==> src/rtl/gray_pkg.sv <==
// rtl/gray_pkg.sv - shared Gray-code types and helper functions
package gray_pkg;

    localparam int MAXW = 16;

    typedef logic [MAXW-1:0] word_t;

    typedef enum logic {
        PASS  = 1'b0,
        COUNT = 1'b1
    } mode_e;

    // Narrower words are zero-extended into word_t, which leaves the result unchanged
    function automatic word_t bin2gray(input word_t b);
        return b ^ (b >> 1);
    endfunction

    function automatic word_t gray2bin(input word_t g);
        word_t b;
        b = '0;
        for (int i = 0; i < MAXW; i++) begin
            b[i] = ^(g >> i);
        end
        return b;
    endfunction

    function automatic logic is_onehot(input word_t v);
        return (v != '0) && ((v & (v - word_t'(1))) == '0);
    endfunction

endpackage

==> src/rtl/gray_encoder_stream.sv <==
// rtl/gray_encoder_stream.sv - binary-to-Gray encoder / Gray counter with registered valid/ready output
module gray_encoder_stream
    import gray_pkg::*;
#(
    parameter int W = 4
) (
    input  logic         clk,
    input  logic         rst,
    input  logic         mode,
    input  logic         in_valid,
    output logic         in_ready,
    input  logic [W-1:0] in_bin,
    input  logic         cnt_en,
    input  logic         cnt_dn,
    output logic         out_valid,
    input  logic         out_ready,
    output logic [W-1:0] out_gray,
    output logic [W-1:0] out_bin,
    output logic         out_single,
    output logic         wrap
);

    mode_e        cur_mode;
    logic         load_ok;
    logic         pass_load;
    logic         cnt_load;
    logic         load;
    logic [W-1:0] count;
    logic [W-1:0] next_count;
    logic [W-1:0] last_gray;
    logic [W-1:0] new_bin;
    logic [W-1:0] new_gray;
    logic         new_wrap;
    logic         new_single;

    assign cur_mode  = mode_e'(mode);
    // A single output register gives full throughput: reload whenever the word leaves or is absent
    assign load_ok   = !out_valid || out_ready;
    assign in_ready  = load_ok && (cur_mode == PASS);
    assign pass_load = in_valid && in_ready;
    assign cnt_load  = cnt_en && load_ok && (cur_mode == COUNT);
    assign load      = pass_load || cnt_load;

    // Select the word to load and compute the counter step and its wrap flag
    always_comb begin
        new_bin    = count;
        next_count = count;
        new_wrap   = 1'b0;
        if (cnt_load) begin
            if (cnt_dn) begin
                next_count = count - W'(1);
                new_wrap   = (count == '0);
            end else begin
                next_count = count + W'(1);
                new_wrap   = (count == '1);
            end
        end
        if (pass_load) begin
            new_bin = in_bin;
        end
        new_gray   = W'(bin2gray(MAXW'(new_bin)));
        new_single = is_onehot(MAXW'(new_gray ^ last_gray));
    end

    // Output register, counter and last-loaded Gray word; hold everything during a stall
    always_ff @(posedge clk or posedge rst) begin
        if (rst) begin
            out_valid  <= 1'b0;
            out_gray   <= '0;
            out_bin    <= '0;
            out_single <= 1'b0;
            wrap       <= 1'b0;
            count      <= '0;
            last_gray  <= '0;
        end else if (load) begin
            out_valid  <= 1'b1;
            out_gray   <= new_gray;
            out_bin    <= new_bin;
            out_single <= new_single;
            wrap       <= new_wrap;
            last_gray  <= new_gray;
            count      <= next_count;
        end else if (out_valid && out_ready) begin
            out_valid  <= 1'b0;
        end
    end

endmodule

==> config.mk <==
export PLATFORM = sky130hd
export DESIGN_NAME = gray_encoder_stream
export DESIGN_NICKNAME = d
export VERILOG_FILES = /design/src/rtl/gray_pkg.sv /design/src/rtl/gray_encoder_stream.sv
export SDC_FILE = /design/constraint.sdc
export NUM_CORES = 1
export LEC_CHECK = 0
export CAP_MARGIN = 10
export CORE_ASPECT_RATIO = 0.75
export CORE_MARGIN = 4
export CORE_UTILIZATION = 50
export DETAILED_ROUTE_END_ITERATION = 16
export HOLD_SLACK_MARGIN = 0.1
export PLACE_DENSITY = 0.82
export SLEW_MARGIN = 20
export SYNTH_ARGS = -nofsm -noshare
export SYNTH_HDL_FRONTEND = slang
export SYNTH_SLANG_ARGS = --single-unit
export TNS_END_PERCENT = 100
==> constraint.sdc <==
create_clock -name clk -period 2.17 [get_ports clk]
set_input_delay 0.434 -clock clk [delete_from_list [all_inputs] [get_ports clk]]
set_output_delay 0.434 -clock clk [all_outputs]
set_load 0.01 [all_outputs]
# After elaboration in Yosys (flattened, before gate mapping)
# Index checks and enable logic that the tools add are counted.
dict set report totals {
  word_cells 34
  output_inout_bits 12
  regBits 15
  inputBits 11
}
dict set report classes {
  bitwise 4
  eq_ne 1
  n_addsub 3
  reduce_logical 14
  n_mux 6
}
# cell count
set ops {}
lappend ops {{$and A4 B16 Y16} 1}
lappend ops {{$logic_not A16 Y1} 1}
lappend ops {{$reduce_bool A16 Y1} 1}
lappend ops {{$mux W4} 2}
lappend ops {{$logic_and A1 B1 Y1} 6}
lappend ops {{$sub A4 B1 Y5 const B} 1}
lappend ops {{$add A4 B1 Y4 const B} 1}
lappend ops {{$eq A4 B4 Y1 const B} 1}
lappend ops {{$logic_not A4 Y1} 1}
lappend ops {{$mux W1} 4}
lappend ops {{$sub A4 B1 Y4 const B} 1}
lappend ops {{$xor A4 B3 Y4} 1}
lappend ops {{$xor A4 B4 Y4} 1}
lappend ops {{$logic_or A1 B1 Y1} 2}
lappend ops {{$reduce_and A2 Y1} 1}
lappend ops {{$reduce_bool A2 Y1} 1}
lappend ops {{$logic_not A1 Y1} 1}
lappend ops {{$not A1 Y1} 1}

# Depth between registers and ports, before layout
# Gate-level depths: netlist of the first run.
dict set report logic_depth {
  depth_word 11
  depth_mapped 8
  ltp_nobuf 6
}

# Worst setup path after synthesis of the first run
# OpenSTA, ideal clock, no wires.
dict set report synth_timing {
  kind {in2reg}
  from {in out_ready}
  to {reg out_single}
  path_slack_ns 0.528
  setup_ns 0.127
  n_path_buf 2
  stages 8
  arrival_ns 1.515
  path_cell_list {nand2b_1 -> buf_6 -> and3_1 -> buf_6 -> o211ai_1 -> a21oi_1 -> and2_1 -> nand3b_1}
}
dict set report synth_between {
  elab_chain_len 10
  elab_cells_between_ends 14
  classes_between {add/sub (1); mux (1); bitwise (3); reduce/logical (9)}
}
# element line
set synth_lines {}
lappend synth_lines {{from (decl)} gray_encoder_stream.sv:16} ;# input logic out_ready,
lappend synth_lines {{$logic_or A1 B1 Y1 *} gray_encoder_stream.sv:38} ;# assign load_ok = !out_valid || out_ready;
lappend synth_lines {{$logic_and A1 B1 Y1} gray_encoder_stream.sv:39} ;# assign in_ready = load_ok && (cur_mode == PASS);
lappend synth_lines {{$logic_and A1 B1 Y1} gray_encoder_stream.sv:40} ;# assign pass_load = in_valid && in_ready;
lappend synth_lines {{$mux W4} gray_encoder_stream.sv:58} ;# if (pass_load) begin
lappend synth_lines {{$xor A4 B3 Y4} gray_pkg.sv:15} ;# return b ^ (b >> 1);
lappend synth_lines {{$xor A4 B4 Y4} gray_encoder_stream.sv:62} ;# new_single = is_onehot(MAXW'(new_gray ^ last_gray));
lappend synth_lines {{$sub A4 B1 Y5} gray_pkg.sv:28} ;# return (v != '0) && ((v & (v - word_t'(1))) == '0);
lappend synth_lines {{$and A4 B16 Y16} gray_pkg.sv:28}
lappend synth_lines {{$logic_not A16 Y1} gray_pkg.sv:28}
lappend synth_lines {{$logic_and A1 B1 Y1} gray_pkg.sv:28}
lappend synth_lines {{to (signal assigned)} gray_encoder_stream.sv:79} ;# out_single <= new_single;
lappend synth_lines {{to (decl)} gray_encoder_stream.sv:19} ;# output logic out_single,
# Mark *: on every way between the ends. The rest lies on a longest branch, timed or not.
# A chain may end at the register's enable or synchronous reset.

# Final worst setup path of the first run
dict set report layout_timing {
  from {in in_bin[2]}
  to {reg out_single}
}
dict set report layout_between {
  elab_chain_len 7
  elab_cells_between_ends 8
  classes_between {add/sub (1); mux (1); bitwise (3); reduce/logical (3)}
}
# element line
set layout_lines {}
lappend layout_lines {{from (decl)} gray_encoder_stream.sv:12} ;# input logic [W-1:0] in_bin,
lappend layout_lines {{$mux W4 *} gray_encoder_stream.sv:58}
lappend layout_lines {{$xor A4 B3 Y4 *} gray_pkg.sv:15}
lappend layout_lines {{$xor A4 B4 Y4 *} gray_encoder_stream.sv:62}
lappend layout_lines {{$sub A4 B1 Y5} gray_pkg.sv:28}
lappend layout_lines {{$and A4 B16 Y16} gray_pkg.sv:28}
lappend layout_lines {{$logic_not A16 Y1} gray_pkg.sv:28}
lappend layout_lines {{$logic_and A1 B1 Y1 *} gray_pkg.sv:28}
# Marked as above.

==> run summary, run 1 <==
========================================================================================
Outcome ................................................................... finished, final reports clean
Post-synth net total ......................................................          144
Detailed-route wire length ................................................      2.83 mm
Number of synthesis warnings ..............................................            0
Height of the chip ........................................................      49.3 um
Post-synthesis cell type count ............................................           45
Global-route wire length before repair ....................................      4.71 mm
Worst skew pair latency ...................................................      0.30 ns
DP Cell Count .............................................................          180
HPWL Detailed .............................................................      2.14 mm
Static leakage power ......................................................     0.624 nW
Critical path data required time ..........................................      2.36 ns
Mean area per synthesized cell ............................................     8.74 um2
Final standard cell area without fillers ..................................  0.00145 mm2
Sequential share of the synthesized area ..................................        0.308
Biggest area consumer among synthesized cells ............................. sky130_fd_sc_hd__dfrtp_1
Post-synthesis sequential element count ...................................           14
Number of remaining DRC errors ............................................            0
Peak ir drop on the vdd network ...........................................   0.000683 V
Area fraction of the dominant cell type after synthesis ...................        0.308
Floorplan die width .......................................................      63.0 um
Global Route Usage Sum ....................................................        0.192
Largest cells by area after synthesis ..................................... sky130_fd_sc_hd__dfrtp_1 (31%), sky130_fd_sc_hd__nor2b_1 (5.5%), sky130_fd_sc_hd__nand2_1 (4.6%)
CP Max Fanout .............................................................            7
Final Hold Fails ..........................................................            0
Share of layout cells above drive strength 1 ..............................        0.175
Weighted congestion reported at the end of routability-driven placement ...        0.779
Portion of total power attributed to the clock network ....................        0.134
Crit. End Element .........................................................         flop
CTS root buffer ........................................................... sky130_fd_sc_hd__clkbuf_4
Portion of the clock cycle consumed by the worst path in the final layout .        0.914
Nets ......................................................................          175
Clock sinks ...............................................................           14
Total power divided by cell area ..........................................  1060 mW/mm2
Standard-cell rows ........................................................           14
Type of origin of the critical path .......................................    input pin
Top cells by instance count after synthesis ............................... sky130_fd_sc_hd__dfrtp_1 (14), sky130_fd_sc_hd__nand2_1 (14), sky130_fd_sc_hd__nor2b_1 (10)
Number of antenna violations at the first check in global routing .........            0
Die area ..................................................................  0.00311 mm2
Via-per-instance ratio ....................................................         5.76
Crit Path Category ........................................................       in2reg
Class of the tightest hold or removal check ...............................     in2async
Vias in the first global route ............................................        1,050
Area of combinational cells with multiple inputs ..........................      697 um2
Sequential cell area ......................................................      350 um2
Num ports .................................................................           23
Combinational power share .................................................        0.533
Slew Limit Headroom .......................................................        0.627
Clock skew after layout ...................................................   0.00735 ns
CTS tree ..................................................................        built
I/O Buffers ...............................................................           22
Actual slew at the worst max-slew pin .....................................     0.559 ns
Maximum Capacitance Violations ............................................            0
Maximum number of pins on one net before global-route repair ..............           15
Wire length per cell ......................................................      15.4 um
Net switching fraction of the power .......................................        0.411
Cell area after synthesis .................................................  0.00114 mm2
Upper clock frequency limit ...............................................    0.504 GHz
Fill cells ................................................................          157
Antenna viol nets, final ..................................................            0
Cell area after placement .................................................  0.00142 mm2
Area growth from synthesis to layout ......................................        27.9%
Setup violators final .....................................................            0
Post-CTS setup-driven buffer insertion count ..............................            0
Vias ......................................................................        1,059
Net switching component of the power ......................................   0.000630 W
Cell-internal power .......................................................   0.000905 W
Clock Pin Slew Worst Setup and Hold Paths .................................      0.10 ns
RSZ-0062 raised after global routing ......................................        false
Final critical delay including setup and external delays ..................      1.98 ns
Finished Layout Cells .....................................................          184
H-tree depth reported by CTS ..............................................            1
Clock Tree Buf Depth ......................................................            2
Iter 0 DRT Violations .....................................................           37
Critical path data arrival time ...........................................      2.18 ns
Overflow left after global routing ........................................            0
Diode insertion count for antenna repair ..................................            0
Floorplan core area .......................................................  0.00208 mm2
Length of the first detailed-routing pass in iterations ...................            4
Number of instances in the synthesized netlist ............................          130
Post-synthesis async set-or-reset flop share ..............................         1.00
Share of power burned in registers ........................................        0.333
Leading register cell type out of synthesis ............................... sky130_fd_sc_hd__dfrtp_1
Cts bufs inserted .........................................................            3
Final slew viol count .....................................................            0
Post-synth EDFFs ..........................................................            0
Initial cell density of the core ..........................................        0.545
========================================================================================
## cell usage in the layout, fill, tap and decap left out, types with 3 or more instances in the layout
master,synthesis,routed
sky130_fd_sc_hd__buf_4,1,14
sky130_fd_sc_hd__nand4b_1,3,3
sky130_fd_sc_hd__mux2i_1,4,4
sky130_fd_sc_hd__a21oi_1,8,8
sky130_fd_sc_hd__xnor2_1,6,6
sky130_fd_sc_hd__o211ai_1,3,3
sky130_fd_sc_hd__dfrtp_1,14,14
sky130_fd_sc_hd__nor2_1,6,6
sky130_fd_sc_hd__xor2_1,5,5
sky130_fd_sc_hd__clkbuf_4,0,3
sky130_fd_sc_hd__nand2_1,14,14
sky130_fd_sc_hd__o21ai_0,8,8
sky130_fd_sc_hd__nor2b_1,10,10
sky130_fd_sc_hd__inv_1,4,4
sky130_fd_sc_hd__clkdlybuf4s50_1,0,21
## worst max-delay path, stage by stage
cell and delay (ns):
sky130_fd_sc_hd__clkdlybuf4s50_1 0.64, sky130_fd_sc_hd__xnor2_1 0.15, sky130_fd_sc_hd__and3_4 0.20, sky130_fd_sc_hd__o21ai_0 0.31
sky130_fd_sc_hd__a21oi_1 0.13, sky130_fd_sc_hd__and2_1 0.16, sky130_fd_sc_hd__nand3b_1 0.14
## flip-flops by register name, indices dropped and copies added (netlist names)
register,cells
out_valid,1
count,4
wrap,1
out_bin,4
out_single,1
last_gray,3
## path summary, 6_finish.rpt
kind,depth (start not counted),endpoint,slack [ns],startpoint
max,7,out_single,0.19,in_bin[2]
min,2,count[0],0.47,rst
max reg2reg,6,out_single,0.40,count[2]
min reg2reg,1,wrap,0.53,wrap
max in group asynchronous,2,last_gray[0],1.33,rst
min in group clk,1,wrap,0.53,wrap
## metal layers
| layer | routed length [um] | global-route usage | vias to the layer above |
|---|---|---|---|
| met5 | 0 | 0 | - |
| met4 | 60 | 0.0916 | 0 |
| met3 | 168 | 0.0392 | 9 |
| met2 | 1320 | 0.313 | 37 |
| met1 | 1280 | 0.242 | 499 |
| li1 | - | - | 514 |
## final cells by class
type | count | area share
timing repair buffer | 36 | 0.223
clock buffer | 4 | 0.0250
tap | 24 | 0.0207
inverter | 4 | 0.0103
multi-input combinational | 102 | 0.480
sequential | 14 | 0.241
## cells by family (layout without fill, tap and decap cells)
logic type                 count (synthesis)  after routing  synth area share
buffers and inverters                     14             44            0.0782
AOI/OAI and AO/OA                         31             31             0.174
and+or+nand+nor                           52             52             0.270
muxes                                      5              5            0.0452
xor gates and xnor gates                  11             11            0.0848
adders and majority gates                  3              3            0.0396
DFF                                       14             14             0.308
## per-stage QoR
step	total power, W	util	setup WS (ns)	TNS [ns]	hold slack [ns]
6_report	0.00153	0.697	0.187	0	0.470
5_1_grt	0.00166	0.697	0.00216	0	0.520
3_3_place_gp	0.00129	0.680	-0.00233	-0.00233	0.491
3_5_place_dp	0.00133	0.680	-0.115	-0.123	0.517
4_1_cts	0.00153	0.697	0.204	0	0.483
2_1_floorplan	0.00104	-	0.528	0	0.323
## power by group through the flow
stage                     Clock [W]  Combinational, W  Sequential, W
after floorplan                   0          0.000579       0.000460
after global placement            0          0.000786       0.000503
after detailed placement          0          0.000811       0.000516
after CTS                  0.000206          0.000819       0.000509
after global routing       0.000220          0.000909       0.000532
final                      0.000206          0.000818       0.000511
## repair_timing
item / CTS / global route
resized for setup: 1 / 0
setup endpoints to repair: 1 / 0
hold buffers: 0 / 0
Power figures use the tool's default switching activity.
==> run 2, diff against run 1 <==
--- a/config.mk
+++ b/config.mk
@@ -8,10 +8,10 @@
 export CAP_MARGIN = 10
 export CORE_ASPECT_RATIO = 0.75
 export CORE_MARGIN = 4
-export CORE_UTILIZATION = 50
+export CORE_UTILIZATION = 51
 export DETAILED_ROUTE_END_ITERATION = 16
 export HOLD_SLACK_MARGIN = 0.1
-export PLACE_DENSITY = 0.82
+export PLACE_DENSITY = 0.83
 export SLEW_MARGIN = 20
 export SYNTH_ARGS = -nofsm -noshare
 export SYNTH_HDL_FRONTEND = slang
==> run 2 against run 1 <==
Core utilization increased by 0.23 points. Global-route usage up 2.1 points. Power grew 0.60%. Setup slack got worse by 0.086 ns. Final cell count shrank 0.54%. Critical path depth did not move. Sequential share of layout area up 0.13 points. Clock skew fell by 0.0037 ns.
==> run summary, run 2 (synthesis gave the netlist of run 1 again) <==
========================================================================================
Terminus of the critical flop-to-flop path ................................   out_single
Finished Layout Cells .....................................................          183   -0.54%
Diode insertion count for antenna repair ..................................            0   unchanged
Vias ......................................................................        1,050   -0.85%
Post-CTS Resized ..........................................................            1   unchanged
Register-to-Register Setup Slack ..........................................      0.35 ns   -0.05 ns
Share of layout cells above drive strength 1 ..............................        0.170   -0.00519
Number of antenna violations at the first check in global routing .........            0   unchanged
Floorplan die width .......................................................      62.5 um   -0.86%
Vias in the first global route ............................................        1,021   -2.8%
Post-CTS setup-driven buffer insertion count ..............................            0   unchanged
Wire length per cell ......................................................      16.0 um   +4.4%
Standard-cell rows ........................................................           14   unchanged
Cell depth of the worst flop-to-flop path .................................            6   unchanged
Slew Limit Headroom .......................................................        0.620   -0.00660
Clock Pin Slew Worst Setup and Hold Paths .................................      0.09 ns   about the same
Type of origin of the critical path .......................................    input pin
Height of the chip ........................................................      48.9 um   -0.82%
Maximum number of pins on one net before global-route repair ..............           15   unchanged
Min Hold Slack ............................................................     0.481 ns   +0.0110 ns
Area growth from synthesis to layout ......................................        27.2%
Crit. Startpoint ..........................................................    out_ready
Die area ..................................................................  0.00305 mm2   -1.7%
Core Util, Final ..........................................................        0.699   +0.00227
Global Route Usage Sum ....................................................        0.213   +0.0211
Most common cell after layout, fill and taps aside ........................ sky130_fd_sc_hd__clkdlybuf4s50_1
CP Max Fanout .............................................................           10   +3
Detailed-route wire length ................................................      2.94 mm   +3.8%
Number of remaining DRC errors ............................................            0   unchanged
Actual slew at the worst max-slew pin .....................................     0.569 ns   +0.00989 ns
Total power divided by cell area ..........................................  1070 mW/mm2   +1.1%
Clock Tree Buf Depth ......................................................            2   unchanged
Antenna viol nets, final ..................................................            0   unchanged
DP Cell Count .............................................................          179   -0.56%
Initial cell density of the core ..........................................        0.550   +0.00462
Final critical delay including setup and external delays ..................      2.07 ns   +0.0859 ns
Cts bufs inserted .........................................................            3   unchanged
H-tree depth reported by CTS ..............................................            1   unchanged
Iter 0 DRT Violations .....................................................           44   +19%
Clock sinks ...............................................................           14   unchanged
Maximum Capacitance Violations ............................................            0   unchanged
Via-per-instance ratio ....................................................         5.74   -0.31%
Outcome ................................................................... finished, final reports clean
Crit. End Element .........................................................         flop
Most used cells in the layout excluding fill and tap cells ................ sky130_fd_sc_hd__clkdlybuf4s50_1 (21), sky130_fd_sc_hd__nand2_1 (14), sky130_fd_sc_hd__dfrtp_1 (14), sky130_fd_sc_hd__buf_4 (13), sky130_fd_sc_hd__nor2b_1 (10)
Num ports .................................................................           23   unchanged
Class of the tightest hold or removal check ...............................     in2async
RSZ-0062 raised after global routing ......................................        false
Critical path destination .................................................   out_single
Worst skew pair latency ...................................................      0.30 ns   about the same
Weighted congestion reported at the end of routability-driven placement ...        0.765   -1.7%
Critical path data required time ..........................................      2.35 ns   about the same
Post-CTS Hold Fix Bufs ....................................................            0   unchanged
CTS root buffer ........................................................... sky130_fd_sc_hd__clkbuf_4
I/O Buffers ...............................................................           22   unchanged
Setup violators final .....................................................            0   unchanged
Portion of the clock cycle consumed by the worst path in the final layout .        0.953   +0.0396
Clock skew after layout ...................................................   0.00370 ns   -0.00365 ns
Global-route wire length before repair ....................................      5.08 mm   +7.8%
HPWL Detailed .............................................................      2.24 mm   +4.6%
Floorplan core area .......................................................  0.00207 mm2   -0.84%
Length of the first detailed-routing pass in iterations ...................            4   unchanged
Overall power consumption .................................................    0.00154 W   +0.60%
Nets ......................................................................          174   -0.57%
CTS tree ..................................................................        built
Static leakage power ......................................................     0.618 nW   -0.87%
Crit Path Category ........................................................       in2reg
Largest registers ......................................................... count (4), out_bin (4), last_gray (3)
Peak ir drop on the vdd network ...........................................   0.000599 V   -12%
Final slew viol count .....................................................            0   unchanged
Overflow left after global routing ........................................            0   unchanged
Launch point of the worst reg-to-reg path .................................    out_valid
Upper clock frequency limit ...............................................    0.483 GHz   -4.2%
Fill cells ................................................................          174   +11%
Final Hold Fails ..........................................................            0   unchanged
Critical path data arrival time ...........................................      2.24 ns   +0.06 ns
========================================================================================
-- run 2: per-stage QoR --
step	setup TNS (ns)	setup slack (ns)	cell area [um2]
finish	0	0.101	1450
global route	0	0.0501	1450
CTS	0	0.118	1450
detailed placement	-0.221	-0.200	1410
global placement	-0.0459	-0.0459	1410
floorplan	0	0.528	1140
-- run 2: final cells by class --
cell class,instances,area (um2),area share
well taps,24,30.0,0.0208
flip-flops and latches,14,350,0.242
multi-input cells,102,697,0.482
clock buffers,4,36.3,0.0251
repair buffers,35,317,0.219
inverters,4,15.0,0.0104
-- run 2: how the worst min path moves through the flow --
| stage | start | end | slack [ns] |
|---|---|---|---|
| after floorplan | rst | count[0] | 0.32 |
| after global placement | wrap | wrap | 0.49 |
| after detailed placement | wrap | wrap | 0.49 |
| after CTS | rst | wrap | 0.50 |
| after global routing | rst | out_valid | 0.53 |
| final | rst | out_bin[1] | 0.48 |
-- run 2: report_power, final --
part           switching (W)  total [W]  internal [W]
registers           0.000157   0.000513      0.000356
clock network      0.0000972   0.000200      0.000102
logic               0.000381   0.000832      0.000450
-- run 2: routing by layer --
layer / share of wire / vias to the layer above / track usage
li1: - / 507 / -
met1: 0.45 / 487 / 0.270
met2: 0.46 / 46 / 0.352
met3: 0.072 / 10 / 0.0691
met4: 0.022 / 0 / 0.0513
met5: 0 / - / 0
-- run 2: critical path, cell delays in order --
cell and delay (ns):
sky130_fd_sc_hd__clkdlybuf4s50_1 0.48, sky130_fd_sc_hd__nand2b_1 0.32, sky130_fd_sc_hd__nand4b_1 0.20, sky130_fd_sc_hd__nand3_2 0.13
sky130_fd_sc_hd__mux2_2 0.34, sky130_fd_sc_hd__a41oi_1 0.22, sky130_fd_sc_hd__nand3b_1 0.12
